### config.mk
export PLATFORM = sky130hd
export DESIGN_NAME = aib_hrdrst_osc_seq
export DESIGN_NICKNAME = d
export VERILOG_FILES = /design/src/rtl/aib_hrdrst_pkg.sv /design/src/rtl/aib_hrdrst_osc_ch.sv /design/src/rtl/aib_hrdrst_osc_seq.sv
export SDC_FILE = /design/constraint.sdc
export NUM_CORES = 1
export LEC_CHECK = 0
export CAP_MARGIN = 5
export CORE_AREA = 2 2 39 41
export CTS_CLUSTER_SIZE = 28
export DETAILED_ROUTE_END_ITERATION = 8
export DIE_AREA = 0 0 41 43
export GPL_TIMING_DRIVEN = 0
export PLACE_DENSITY_LB_ADDON = 0.3
export SLEW_MARGIN = 20
export SYNTH_ARGS = -nofsm -noshare
export SYNTH_HDL_FRONTEND = slang
export SYNTH_SLANG_ARGS = --single-unit
### constraint.sdc
create_clock -name i_aux_clk -period 2.1 [get_ports i_aux_clk]
set_clock_uncertainty 0.2 [all_clocks]
set_input_delay 0.42 -clock i_aux_clk [delete_from_list [all_inputs] [get_ports i_aux_clk]]
set_output_delay 0.42 -clock i_aux_clk [all_outputs]
set_load 0.01 [all_outputs]
### src/rtl/aib_hrdrst_pkg.sv
// Shared state type and counter-width helper for the AIB hard-reset
// oscillator-transfer sequencer (optional build macro: AIB_HRDRST_OSC_TIMEOUT_EN).
package aib_hrdrst_pkg;

    typedef enum logic [2:0] {
        ST_RESET      = 3'd0,
        ST_WAIT_CLK   = 3'd1,
        ST_WAIT_SL_EN = 3'd2,
        ST_READY      = 3'd3,
        ST_RETRY      = 3'd4,
        ST_ERROR      = 3'd5
    } hrdrst_osc_state_t;

    // Bits needed to hold num_values distinct values, never less than one.
    function automatic int cnt_width(input int num_values);
        return (num_values <= 2) ? 1 : $clog2(num_values);
    endfunction

endpackage

### src/rtl/aib_hrdrst_osc_ch.sv
// One AIB channel: wait-clock counter, slave-enable synchroniser and handshake FSM.
// Timeout/retry logic is present only when AIB_HRDRST_OSC_TIMEOUT_EN is defined.
module aib_hrdrst_osc_ch
    import aib_hrdrst_pkg::*;
#(
    parameter int WAIT_CYC    = 15,
    parameter int SYNC_STAGES = 2
`ifdef AIB_HRDRST_OSC_TIMEOUT_EN
    ,
    parameter int TIMEOUT_CYC = 1023,
    parameter int MAX_RETRY   = 3
`endif
) (
    input  logic clk,
    input  logic rst_n,
    input  logic ch_en,
    input  logic sl_en,
    output logic ms_en,
    output logic ready,
    output logic err
);

    localparam int CW = cnt_width(WAIT_CYC + 1);
    localparam logic [CW-1:0] CNT_LOAD = CW'(WAIT_CYC);

    hrdrst_osc_state_t      state_reg, state_next;
    logic [CW-1:0]          cnt_reg, cnt_next;
    logic [SYNC_STAGES-1:0] sync_reg, sync_next;
    logic                   ms_reg, ms_next;
    logic                   sl_sync;

`ifdef AIB_HRDRST_OSC_TIMEOUT_EN
    localparam int TW = cnt_width(TIMEOUT_CYC);
    localparam int RW = cnt_width(MAX_RETRY + 1);
    localparam logic [TW-1:0] TO_LAST   = TW'(TIMEOUT_CYC - 1);
    localparam logic [RW-1:0] RETRY_MAX = RW'(MAX_RETRY);

    logic [TW-1:0] to_reg, to_next;
    logic [RW-1:0] retry_reg, retry_next;
`endif

    assign sl_sync = sync_reg[SYNC_STAGES-1];

    // The chain only runs while we request, so a slave enable left high from an
    // earlier attempt still costs the full synchroniser latency after ms_en rises.
    assign sync_next = (state_reg == ST_WAIT_SL_EN) ?
                       {sync_reg[SYNC_STAGES-2:0], sl_en} : '0;

    always_comb begin
        state_next = state_reg;
        cnt_next   = cnt_reg;
`ifdef AIB_HRDRST_OSC_TIMEOUT_EN
        retry_next = retry_reg;
        to_next    = (state_reg == ST_WAIT_SL_EN) ? to_reg + TW'(1) : '0;
`endif
        case (state_reg)
            ST_RESET: begin
                if (ch_en) state_next = ST_WAIT_CLK;
            end
            ST_WAIT_CLK: begin
                if (cnt_reg == '0) state_next = ST_WAIT_SL_EN;
                else               cnt_next   = cnt_reg - CW'(1);
            end
            ST_WAIT_SL_EN: begin
                // WAIT_SL_EN lasts TIMEOUT_CYC cycles; a slave enable on the last one still wins.
                if (sl_sync) begin
                    state_next = ST_READY;
                end
`ifdef AIB_HRDRST_OSC_TIMEOUT_EN
                else if (to_reg == TO_LAST) begin
                    if (retry_reg == RETRY_MAX) begin
                        state_next = ST_ERROR;
                    end else begin
                        state_next = ST_RETRY;
                        retry_next = retry_reg + RW'(1);
                    end
                end
`endif
            end
            ST_READY: state_next = ST_READY;
`ifdef AIB_HRDRST_OSC_TIMEOUT_EN
            ST_RETRY: state_next = ST_WAIT_CLK;
            ST_ERROR: state_next = ST_ERROR;
`endif
            default:  state_next = ST_RESET;
        endcase

        if (state_next != ST_WAIT_CLK) cnt_next = CNT_LOAD;

        if (!ch_en) begin
            state_next = ST_RESET;
            cnt_next   = CNT_LOAD;
`ifdef AIB_HRDRST_OSC_TIMEOUT_EN
            retry_next = '0;
`endif
        end

        ms_next = (state_next == ST_WAIT_SL_EN);
    end

    always_ff @(posedge clk or negedge rst_n) begin
        if (!rst_n) begin
            state_reg <= ST_RESET;
            cnt_reg   <= CNT_LOAD;
            sync_reg  <= '0;
            ms_reg    <= 1'b0;
        end else begin
            state_reg <= state_next;
            cnt_reg   <= cnt_next;
            sync_reg  <= sync_next;
            ms_reg    <= ms_next;
        end
    end

`ifdef AIB_HRDRST_OSC_TIMEOUT_EN
    always_ff @(posedge clk or negedge rst_n) begin
        if (!rst_n) begin
            to_reg    <= '0;
            retry_reg <= '0;
        end else begin
            to_reg    <= to_next;
            retry_reg <= retry_next;
        end
    end

    assign err = (state_reg == ST_ERROR);
`else
    assign err = 1'b0;
`endif

    assign ms_en = ms_reg;
    assign ready = (state_reg == ST_READY);

endmodule

### src/rtl/aib_hrdrst_osc_seq.sv
// Multi-channel AIB hard-reset oscillator-transfer handshake on the aux clock.
// Define AIB_HRDRST_OSC_TIMEOUT_EN to add per-channel timeout, retry and error.
module aib_hrdrst_osc_seq
    import aib_hrdrst_pkg::*;
#(
    parameter int NUM_CH      = 1,
    parameter int WAIT_CYC    = 15,
    parameter int SYNC_STAGES = 2
`ifdef AIB_HRDRST_OSC_TIMEOUT_EN
    ,
    parameter int TIMEOUT_CYC = 1023,
    parameter int MAX_RETRY   = 3
`endif
) (
    input  logic              i_aux_clk,
    input  logic              i_rst_n,
    input  logic [NUM_CH-1:0] i_ch_en,
    input  logic [NUM_CH-1:0] c_sl_osc_transfer_en,
    output logic [NUM_CH-1:0] c_ms_osc_transfer_en,
    output logic [NUM_CH-1:0] o_ch_ready,
    output logic [NUM_CH-1:0] o_err,
    output logic              o_done
);

    generate
        for (genvar gi = 0; gi < NUM_CH; gi++) begin : g_ch
            aib_hrdrst_osc_ch #(
                .WAIT_CYC    (WAIT_CYC),
                .SYNC_STAGES (SYNC_STAGES)
`ifdef AIB_HRDRST_OSC_TIMEOUT_EN
                ,
                .TIMEOUT_CYC (TIMEOUT_CYC),
                .MAX_RETRY   (MAX_RETRY)
`endif
            ) u_ch (
                .clk   (i_aux_clk),
                .rst_n (i_rst_n),
                .ch_en (i_ch_en[gi]),
                .sl_en (c_sl_osc_transfer_en[gi]),
                .ms_en (c_ms_osc_transfer_en[gi]),
                .ready (o_ch_ready[gi]),
                .err   (o_err[gi])
            );
        end
    endgenerate

    // An empty mask is never "done": nothing was brought up.
    assign o_done = (|i_ch_en) & (&(~i_ch_en | o_ch_ready));

endmodule
## Yosys cells after proc, flatten, opt, wreduce, memory -nomap -nowiden

Cells that the tools add are included.
W data, S select, Z words.

| word-level totals | value |
|---|---|
| register bits | 10 |
| logic and storage cells | 28 |

| operators by class | value |
|---|---|
| add/sub/neg operators | 1 |
| equal/unequal tests | 7 |
| mux-type cells | 10 |
| bitwise gates (word level) | 3 |
| reduce and logical (&&, ||, !) cells | 3 |

Operators with widths:

| kind | number |
|---|---|
| $mux W4 | 4 |
| $mux W3 | 4 |
| $pmux W3 S4 | 1 |
| $eq A3 B2 Y1 const B | 3 |
| $ne A3 B1 Y1 const B | 2 |
| $logic_not A4 Y1 | 1 |
| $sub A4 B1 Y4 const B | 1 |
| $eq A3 B1 Y1 const B | 1 |
| $logic_not A3 Y1 | 1 |
| $ne A3 B3 Y1 const B | 1 |
| $mux W2 | 1 |
| $reduce_and A2 Y1 | 1 |
| $and A1 B1 Y1 | 1 |
| $not A1 Y1 | 1 |
| $or A1 B1 Y1 | 1 |

## Depth between registers and ports, before layout

Gate-level depths: netlist of the first run.

| logic depth | value |
|---|---|
| depth after elaboration | 6 |
| mapped depth | 5 |
| depth with buffers taken out | 5 |

## Hierarchy

From an unflattened synthesis of the first run, not the netlist that was laid out.

| second synthesis, totals | value |
|---|---|
| cells, all modules | 47 |
| area total of the unflattened synthesis | 506.7 um2 |

By module, submodules not included:

| module | times used | cells an instance | area an instance (um2) | seq. area each (um2) |
|---|---|---|---|---|
| aib_hrdrst_osc_ch | 1 | 46 | 500.5 | 255.2 |
| aib_hrdrst_osc_seq | 1 | 1 | 6.3 | 0.0 |

## Worst setup path after synthesis of the first run

Ideal clock, no wire load.

| timing | value |
|---|---|
| kind | register to output |
| start point | reg g_ch[0].u_ch.state_reg[1] |
| end point | out o_done |
| arrival | 961 ps |
| required time | 1480 ps |
| path slack | 519 ps |
| cell stages (with the launch flop) | 4 |
| path through | dfrtp_1 > inv_1 > nor3b_2 > and2_1 |

| between the ends | value |
|---|---|
| cells in the longest elaborated chain, start to end | 3 |

RTL lines:

| item | RTL line | RTL |
|---|---|---|
| start, declared | aib_hrdrst_osc_ch.sv:26 | `hrdrst_osc_state_t state_reg, state_next;` |
| start signal, assigned | aib_hrdrst_osc_ch.sv:108 | `state_reg <= state_next;` |
| $eq A3 B2 Y1 | aib_hrdrst_osc_ch.sv:132 | `assign ready = (state_reg == ST_READY);` |
| via o_ch_ready | aib_hrdrst_osc_seq.sv:20 | `output logic [NUM_CH-1:0] o_ch_ready,` |
| $or A1 B1 Y1 | aib_hrdrst_osc_seq.sv:48 | `assign o_done = (\|i_ch_en) & (&(~i_ch_en \| o_ch_ready));` |
| $and A1 B1 Y1 | aib_hrdrst_osc_seq.sv:48 |  |
| end, declared | aib_hrdrst_osc_seq.sv:22 | `output logic o_done` |

The timed path passes the listed nets, and every way through them passes these cells.

## Worst setup path in the final report of the first run

| timing | value |
|---|---|
| start point | reg g_ch[0].u_ch.state_reg[0] |
| end point | out o_done |

| between the ends | value |
|---|---|
| cells in the longest elaborated chain, start to end | 3 |

RTL lines:

| item | RTL line |
|---|---|
| $eq A3 B2 Y1 | aib_hrdrst_osc_ch.sv:132 |
| $or A1 B1 Y1 | aib_hrdrst_osc_seq.sv:48 |
| $and A1 B1 Y1 | aib_hrdrst_osc_seq.sv:48 |

Every way passes these cells.

==> summary.md, run 1 <==
| Metric | Value |
|---|---|
| Status | finished clean |
| I/O Buffers | 6 |
| N_diodes | 0 |
| Synth area leader | dfrtp_1 |
| Number of vias per cell | 4.986 |
| Fmax | 496.8 MHz |
| Worst setup EP type | primary output |
| Crit path required time | 1.48 ns |
| Clk slew on worst S/H paths | 0.07 ns |
| Clock power share | 37.8% |
| Initial antenna violation count | 0 |
| CP max FO | 10 |
| Total global-route track usage | 13.54% |
| Die area | 1763 µm² |
| Share of cells above drive strength 1 | 27.59% |
| Syn. warnings | 0 |
| Crit path buffers/inverters | 2 |
| Synth Register Bits | 10 |
| Max IR drop VDD | 335.5 µV |
| Most frequent cells in the layout | 6 x nor2_1, 6 x dfrtp_1, 4 x nand2_1, 4 x dfstp_2, 4 x clkdlybuf4s50_1 |
| Category of the most critical setup path | flop to primary output |
| Sequential element share of the synthesized area | 49.64% |
| First-pass GRT wire length | 1559 µm |
| Starting density of the core | 37.16% |
| Via Count | 369 |
| Final WL | 905 µm |
| Leak | 0.2949 nW |
| Layout area overhead | 23.11% |
| Max-cap viol count | 0 |
| IO Pins | 8 |
| Unrepaired setup endpoints after global routing | no |
| RePlAce Congestion | 0.7618 |
| Drt wl/cell | 12.23 µm |
| CTS H-tree lvls | 1 |
| CTS tree | built |
| Tmin final | 2.013 ns |
| R2R Setup Slk | 0.44 ns |
| Total grt overflow | 0 |
| Net Switching | 80.03 µW |
| Worst Hold Class | input port to async pin |
| Yosys cell types | 24 |
| Drt first-iter violations | 4 |
| Switching part of the total power | 22.05% |
| Final TNS setup | 0 ns |
| Crit path DAT | 1.39 ns |
| Largest net degree at the start of global routing | 11 |
| Via count of the first global-routing pass | 360 |
| Tcrit/Tclk final | 95.84% |
| Top cells by area, synth | dfrtp_1 29%, dfstp_2 20%, nor4bb_4 4.9% |
| CP max stage delay | 0.40 ns |
| Combinational power share | 7.4% |
| Fillers | 131 |
| Cell type of the slowest stage on the worst timing path | dfrtp_1 |
| Setup crit start kind | flop |
| Max FFs per register | 4 |
| Critical Path, Cell by Cell | buf_6 > nor3b_2 > and2_1 > dlygate4sd2_1 |
| Worst path top cell family by delay | buffers and inverters |
| CTS Sinks | 10 |
| CTS Root Cell | clkbuf_4 |
| Clock Path Buffers | 2 |
| Post-Syn Instances | 46 |
| Final setup vio count | 0 |
| CTS Buf Count | 3 |
| Final ANT Viol Nets | 0 |
| Residual DRC | 0 |
| Fin nets | 64 |
| Detailed Routing Iterations Pass 1 | 4 |
| Mapped Area | 514.2 µm² |
| Pint | 282.9 µW |
| Rows | 14 |
| Pwr dens | 573.2 nW/µm² |
| Final hold vios | 0 |
| Worst skew pair latency | 0.26 ns |
| Post-synth top area share | 29.20% |
| Slew Viols, Final | 0 |
| Post-CTS Hold Fix Bufs | 0 |
| Syn avg cell area | 11.18 µm² |
| Pwr Total | 362.9 µW |
| Die height | 43 µm |
| Die width | 41 µm |
| DP HPWL | 644.3 µm |
| Core Box Area | 1384 µm² |
| Flop pwr share | 54.9% |
metal layers:
layer  GRT usage, %  share of wire, %  up-vias
li1               -                 -      182
met1          18.86                49      177
met2          17.50                46        8
met3          3.141               3.5        2
met4          10.00              0.66        0
met5              0                 0        -
worst paths after layout:
path                       cells after the start                                start                                  end
setup / recovery                               4  g_ch[0].u_ch.state_reg[0]$_DFF_PN0_                               o_done
hold / removal                                 1                              i_rst_n  g_ch[0].u_ch.state_reg[0]$_DFF_PN0_
setup reg to reg                               5  g_ch[0].u_ch.cnt_reg[0]$_DFFE_PN1P_  g_ch[0].u_ch.cnt_reg[1]$_DFFE_PN1P_
hold reg to reg                                1   g_ch[0].u_ch.sync_reg[0]$_DFF_PN0_   g_ch[0].u_ch.sync_reg[1]$_DFF_PN0_
max in group asynchronous                      1                              i_rst_n  g_ch[0].u_ch.cnt_reg[3]$_DFFE_PN1P_
min in group i_aux_clk                         1   g_ch[0].u_ch.sync_reg[0]$_DFF_PN0_   g_ch[0].u_ch.sync_reg[1]$_DFF_PN0_
what timing repair did:
item                                    in CTS  in global routing
gates resized for setup                      3                  0
endpoints found under the setup margin       2                  0
setup buffers                                1                  0
power by group through the flow:
| stage | Sequential [mW] | Combinational [mW] | Clock (mW) |
|---|---|---|---|
| 6_report | 0.199 | 0.0268 | 0.137 |
| 5_1_grt | 0.200 | 0.0294 | 0.153 |
| 4_1_cts | 0.199 | 0.0270 | 0.146 |
| 3_5_place_dp | 0.202 | 0.0263 | 0 |
| 3_3_place_gp | 0.202 | 0.0259 | 0 |
| 2_1_floorplan | 0.202 | 0.0144 | 0 |
cells by family after synthesis:
| family | share of synthesized area [%] |
|---|---|
| AO/OA/AOI/OAI | 11.68 |
| adder cells (fa/ha/maj) | 2.433 |
| other | 0.7292 |
| flip-flops | 49.63 |
| AND/OR/NAND/NOR | 28.71 |
| buffers and inverters | 5.108 |
| XOR/XNOR | 1.703 |
Yosys cell counts, drive strengths merged:
master   instances
buf              2
nand4bb          1
o21ai            1
nor2             6
o21ba            1
nor3b            3
o31ai            1
nor4b            2
o311ai           1
conb             1
ha               1
and2             1
dfrtp            6
a211oi           1
nand2b           2
inv              3
nand2            4
xor2             1
dfstp            4
nor4bb           1
o22ai            1
a21oi            2
layout make-up:
| type | instances | area [µm²] | share of cell area, % |
|---|---|---|---|
| multi-input combinational | 32 | 236.5 | 37.35 |
| tap | 16 | 20.02 | 3.162 |
| timing repair buffer | 7 | 65.06 | 10.28 |
| buffer | 2 | 18.77 | 2.964 |
| inverter | 3 | 11.26 | 1.779 |
| clock buffer | 4 | 26.28 | 4.150 |
| sequential | 10 | 255.2 | 40.32 |
stage by stage:
| step | setup slack (ns) | hold WS (ns) | util [%] | cell area [µm²] | instances |
|---|---|---|---|---|---|
| 2_1_floorplan | 0.5193 | -0.07559 | - | 518.0 | 47 |
| 3_3_place_gp | -0.08387 | 0.3156 | 43.22 | 598.1 | 69 |
| 3_5_place_dp | -0.08281 | 0.3150 | 43.22 | 598.1 | 69 |
| 4_1_cts | 0.08027 | 0.2833 | 45.75 | 633.1 | 74 |
| 5_1_grt | 0.03753 | 0.2962 | 45.75 | 633.1 | 74 |
| 6_report | 0.08727 | 0.2722 | 45.75 | 633.1 | 74 |
Note: power is estimated with default switching activity, not from simulation.
==> inputs of run 2 (changes only) <==
RECOVER_POWER = 100   (was default)
==> run 2 against run 1 <==
Effect of this change: sequential power about the same; register-to-register slack got worse by 0.14 ns; final cell count unchanged; flip-flop and latch count unchanged; critical path type is now input port to primary output; worst hold slack improved by 0.038 ns; critical path depth decreased by 1; global-route usage unchanged; worst setup slack got worse by 0.010 ns; highest routed layer unchanged; maximum frequency decreased by 0.49%; first-iteration DRC count decreased by 50%.
==> summary.md, run 2 (synthesis results as in run 1) <==
| Metric | Value |
|---|---|
| Final WL | 917 µm (+1.3%) |
| Worst path top cell family by delay | buffers and inverters |
| GR peak layer | met1 |
| CTS tree | built |
| N_diodes | 0 (unchanged) |
| First-pass GRT wire length | 1559 µm (unchanged) |
| Flop pwr share | 55.1% (+0.2 points) |
| Clk slew on worst S/H paths | 0.07 ns (about the same) |
| Drt first-iter violations | 2 (-2) |
| Combinational power share | 6.9% (-0.5 points) |
| Via Count | 362 (-1.9%) |
| Max IR drop VDD | 334.4 µV (-0.35%) |
| Fillers | 134 (+2.3%) |
| Net Switching | 79.54 µW (-0.60%) |
| Critical path depth | 3 (-1) |
| Crit path buffers/inverters | 2 (unchanged) |
| Core Box Area | 1384 µm² (unchanged) |
| Total grt overflow | 0 (unchanged) |
| Pint | 280.9 µW (-0.69%) |
| Most frequent cells in the layout | 6 x nor2_1, 6 x dfrtp_1, 4 x nand2_1 |
| Fmax | 494.4 MHz (-0.49%) |
| CP max FO | 2 (-8) |
| Fin nets | 64 (unchanged) |
| Critical Path, Cell by Cell | dlygate4sd3_1 > and2_1 > dlygate4sd2_1 |
| Final setup vio count | 0 (unchanged) |
| Tcrit/Tclk final | 96.32% (+0.47 points) |
| CTS H-tree lvls | 1 (unchanged) |
| Cell type of the slowest stage on the worst timing path | dlygate4sd3_1 |
| Met2 Track Usage GR | 17.50% (unchanged) |
| Die area | 1763 µm² (unchanged) |
| Tmin final | 2.023 ns (+0.009962 ns) |
| Detailed Routing Iterations Pass 1 | 3 (-1) |
| DP Worst Slack | -0.08281 ns (unchanged) |
| Starting density of the core | 37.16% (unchanged) |
| Reg2reg path depth | 5 (unchanged) |
| I/O Buffers | 6 (unchanged) |
| Final Cell Area | 613.1 µm² (-3.2%) |
| RePlAce Congestion | 0.7618 (unchanged) |
| Worst hold path depth | 1 |
| Category of the most critical setup path | input port to primary output |
| CTS Sinks | 10 (unchanged) |
| Number of vias per cell | 4.892 (-1.9%) |
| Slew Viols, Final | 0 (unchanged) |
| IO Pins | 8 (unchanged) |
| PnR worst setup slack | 0.07731 ns (-0.009962 ns) |
| Worst setup EP type | primary output |
| Crit path DAT | 1.40 ns (about the same) |
| Worst Hold Class | flop to flop |
| Final hold vios | 0 (unchanged) |
| Met3 usage | 3.141% (unchanged) |
| Post-place instance area | 598.1 µm² (unchanged) |
| Rows | 14 (unchanged) |
| Final ANT Viol Nets | 0 (unchanged) |
| Via count of the first global-routing pass | 360 (unchanged) |
| CTS Root Cell | clkbuf_4 |
| Clock power share | 38.0% (+0.2 points) |
| Unrepaired setup endpoints after global routing | no |
| Share of cells above drive strength 1 | 22.41% (-5.2 points) |
| Total global-route track usage | 13.54% (unchanged) |
| Die width | 41 µm (unchanged) |
| Layout area overhead | 19.22% |
| Initial antenna violation count | 0 (unchanged) |
| CP max stage delay | 0.56 ns (+0.16 ns) |
| Crit path required time | 1.48 ns (about the same) |
| Drt wl/cell | 12.39 µm (+1.3%) |
| Largest net degree at the start of global routing | 11 (unchanged) |
| Status | finished clean |
| Die height | 43 µm (unchanged) |
| Pwr Total | 360.5 µW (-0.67%) |
| Pwr dens | 587.9 nW/µm² (+2.6%) |
| Rel. slew slack | 60.89% |
| Final TNS setup | 0 ns (unchanged) |
| Residual DRC | 0 (unchanged) |
| Clock Path Buffers | 2 (unchanged) |
| Switching part of the total power | 22.07% (about the same) |
| Setup crit start kind | input port |
| Worst skew pair latency | 0.26 ns (about the same) |
| Post-CTS Hold Fix Bufs | 0 (unchanged) |
| DP HPWL | 644.3 µm (unchanged) |
| GR Util met1 | 18.86% (unchanged) |
| Worst Tran Pin Value | 0.5787 ns |
| Leak | 0.2783 nW (-5.6%) |
| CTS Buf Count | 3 (unchanged) |
| Max FFs per register | 4 (unchanged) |
| Max-cap viol count | 0 (unchanged) |
[run 2: power by group through the flow]
stage	logic [mW]	registers, mW	clock network (mW)
after floorplan	0.0144	0.202	0
after global placement	0.0259	0.202	0
after detailed placement	0.0263	0.202	0
after CTS	0.0270	0.199	0.146
after global routing	0.0275	0.199	0.153
final	0.0249	0.199	0.137
[run 2: timing repair]
action | CTS | global route
endpoints found under the setup margin | 2 | 0
gates resized for setup | 3 | 0
setup buffers | 1 | 0
[run 2: worst paths after layout]
kind                                                       end                                start  slack (ns)
max                                                     o_done                              i_ch_en        0.08
min                         g_ch[0].u_ch.sync_reg[1]$_DFF_PN0_   g_ch[0].u_ch.sync_reg[0]$_DFF_PN0_        0.31
max reg2reg                g_ch[0].u_ch.cnt_reg[1]$_DFFE_PN1P_  g_ch[0].u_ch.cnt_reg[0]$_DFFE_PN1P_        0.30
min reg2reg                 g_ch[0].u_ch.sync_reg[1]$_DFF_PN0_   g_ch[0].u_ch.sync_reg[0]$_DFF_PN0_        0.31
max in group asynchronous  g_ch[0].u_ch.cnt_reg[3]$_DFFE_PN1P_                              i_rst_n        1.01
min in group asynchronous  g_ch[0].u_ch.state_reg[0]$_DFF_PN0_                              i_rst_n        0.34
[run 2: final cells by class]
type                    instances  area (µm²)  share of cell area, %
flip-flops and latches         10       255.2                  41.63
multi-input cells              32       216.5                  35.31
repair buffers                  7       65.06                  10.61
clock buffers                   4       26.28                  4.286
well taps                      16       20.02                  3.265
plain buffers                   2       18.77                  3.061
inverters                       3       11.26                  1.837
[run 2: per-layer routing]
layer | wire length [µm] | up-vias
li1 | - | 183
met1 | 456 | 171
met2 | 420 | 6
met3 | 34 | 2
met4 | 5 | 0
met5 | 0 | -
[run 2: per-stage QoR]
step                hold WS [ns]  instances  utilization (%)
floorplan               -0.07559         47                -
global placement          0.3156         69            43.22
finish                    0.3098         74            44.30
CTS                       0.2833         74            45.75
detailed placement        0.3150         69            43.22
global route              0.3316         74            44.30
==> inputs of run 3 (changes only) <==
HOLD_SLACK_MARGIN = 0.15   (was default)
clock period = 2.6 ns   (was 2.1 ns; I/O delays follow)
==> run 3 against run 2 <==
Effect of this change: core utilization decreased by 0.63 points; largest power group unchanged; die area is the same; first-iteration DRC count rose to 4.0 times the previous value; worst hold slack gained 0.0019 ns; critical path type unchanged; global-route usage shrank 0.31 points; critical path depth stayed put; combinational power shrank 23%.
==> summary.md, run 3 (synthesis results as in run 1) <==
| Metric | Value |
|---|---|
| Status | finished clean |
| I/O Buffers | 6 (unchanged) |
| Pwr dens | 479.6 nW/µm² (-18%) |
| N_diodes | 0 (unchanged) |
| Crit path buffers/inverters | 2 (unchanged) |
| Initial antenna violation count | 0 (unchanged) |
| Worst Hold Class | flop to flop |
| Post-CTS Hold Fix Bufs | 0 (unchanged) |
| Post-CTS setup buffers | 0 (-1) |
| Cell type of the slowest stage on the worst timing path | dlygate4sd3_1 |
| Fin nets | 63 (-1.6%) |
| Clk slew on worst S/H paths | 0.07 ns (about the same) |
| Drt wl/cell | 11.93 µm (-3.7%) |
| Drt first-iter violations | 8 (+6) |
| Final hold vios | 0 (unchanged) |
| Largest net degree at the start of global routing | 11 (unchanged) |
| Die area | 1763 µm² (unchanged) |
| Reg area | 255.2 µm² (unchanged) |
| Max IR drop VDD | 271.0 µV (-19%) |
| Worst setup EP type | primary output |
| Crit path required time | 1.88 ns (+0.40 ns) |
| IO Pins | 8 (unchanged) |
| Clock Path Buffers | 2 (unchanged) |
| Multi-input logic area | 216.5 µm² (unchanged) |
| Starting density of the core | 37.16% (unchanged) |
| Category of the most critical setup path | input port to primary output |
| Max-cap viol count | 0 (unchanged) |
| Final ANT Viol Nets | 0 (unchanged) |
| Fmax | 406.8 MHz |
| Number of gates resized after CTS | 0 (-3) |
| Placed cells | 69 (unchanged) |
| Total grt overflow | 0 (unchanged) |
| Finished Layout Cells | 73 (-1.4%) |
| CP max FO | 2 (unchanged) |
| Final TNS setup | 0 ns (unchanged) |
| Slew Viols, Final | 0 (unchanged) |
| Total global-route track usage | 13.24% (-0.31 points) |
| Most frequent cells in the layout | 6 x nor2_1, 6 x dfrtp_1, 5 x dlygate4sd3_1 |
| Leak | 0.2660 nW (-4.4%) |
| CP max stage delay | 0.56 ns (about the same) |
| Share of cells above drive strength 1 | 21.05% (-1.4 points) |
| Core Box Area | 1384 µm² (unchanged) |
| Layout area overhead | 17.52% |
| RePlAce Congestion | 0.7618 (unchanged) |
| Worst path top cell family by delay | buffers and inverters |
| DP HPWL | 644.3 µm (unchanged) |
| Rows | 14 (unchanged) |
| Fillers | 136 (+1.5%) |
| Tmin final | 2.458 ns |
| Max FFs per register | 4 (unchanged) |
| Final WL | 871 µm (-5.0%) |
| Rel. slew slack | 60.89% (about the same) |
| Setup crit start kind | input port |
| Via Count | 362 (unchanged) |
| CTS H-tree lvls | 1 (unchanged) |
| Worst skew pair latency | 0.26 ns (about the same) |
| Final setup vio count | 0 (unchanged) |
| Via count of the first global-routing pass | 346 (-3.9%) |
| Crit path DAT | 1.74 ns (+0.34 ns) |
| Critical Path, Cell by Cell | dlygate4sd3_1 > and2_1 > clkdlybuf4s50_1 |
| Residual DRC | 0 (unchanged) |
| Die height | 43 µm (unchanged) |
| Worst Tran Pin Value | 0.5787 ns (-0.00001925 ns) |
| Unrepaired setup endpoints after global routing | no |
| CTS Sinks | 10 (unchanged) |
| Number of vias per cell | 4.959 (+1.4%) |
| CTS Buf Count | 3 (unchanged) |
| CTS Root Cell | clkbuf_4 |
| Detailed Routing Iterations Pass 1 | 3 (unchanged) |
| CTS tree | built |
| Die width | 41 µm (unchanged) |
| First-pass GRT wire length | 1511 µm (-3.1%) |
| Tcrit/Tclk final | 94.55% |
==> run 3: cell types whose count changed in the layout (fill, tap and decap cells not counted), sizes merged <==
| cell | before | now |
|---|---|---|
| buf | 3 | 2 |
| dlygate4sd2 | 2 | 0 |
| dlygate4sd3 | 3 | 5 |
==> run 3: where the power goes <==
part / leakage (nW) / internal [mW] / switching [mW]
clock: 0.0150 / 0.0592 / 0.0513
combinational: 0.130 / 0.00877 / 0.0103
sequential: 0.121 / 0.158 / 0.00217
total: 0.266 / 0.226 / 0.0638
==> run 3: area by class of cell <==
type	instances	area share, %
multi-input combinational	32	35.82
clock buffer	4	4.348
sequential	10	42.24
inverter	3	1.863
buffer	2	2.484
timing repair buffer	6	9.938
tap	16	3.313
==> run 3: layer usage <==
layer  GRT usage (%)  routed length [µm]  vias up
met5               0                   0        -
met4           10.00                   5        0
met3           3.141                  34        2
met2           15.94                 400        6
met1           19.53                 430      173
li1                -                   -      181
==> run 3: worst paths after layout <==
kind	depth (start not counted)	from	end	slack [ns]
max	3	i_ch_en	o_done	0.14
max reg2reg	5	g_ch[0].u_ch.cnt_reg[0]$_DFFE_PN1P_	g_ch[0].u_ch.cnt_reg[1]$_DFFE_PN1P_	0.81
min	1	g_ch[0].u_ch.sync_reg[0]$_DFF_PN0_	g_ch[0].u_ch.sync_reg[1]$_DFF_PN0_	0.31
min reg2reg	1	g_ch[0].u_ch.sync_reg[0]$_DFF_PN0_	g_ch[0].u_ch.sync_reg[1]$_DFF_PN0_	0.31
min in group asynchronous	1	i_rst_n	g_ch[0].u_ch.state_reg[0]$_DFF_PN0_	0.44
max in group asynchronous	1	i_rst_n	g_ch[0].u_ch.cnt_reg[3]$_DFFE_PN1P_	1.41
==> run 3: stage by stage <==
stage	util [%]	instance area, µm²	power (mW)	worst slack (ns)	hold slack [ns]
floorplan	-	518.0	0.1744	0.9193	0.02441
global placement	43.22	598.1	0.1843	0.2161	0.3156
detailed placement	43.22	598.1	0.1847	0.2172	0.3150
CTS	45.12	624.3	0.2997	0.1553	0.3174
global route	43.67	604.3	0.3059	0.1029	0.3316
finish	43.67	604.3	0.2899	0.1417	0.3116
==> run 3: worst register-to-register path, delay by kind of cell (launching register included) <==
| family | cells | cell delay (ns) |
|---|---|---|
| simple gates | 2 | 0.66 |
| flops | 1 | 0.39 |
| fa+ha+maj | 1 | 0.21 |
| compound gates | 1 | 0.20 |
| buf+inv | 1 | 0.09 |
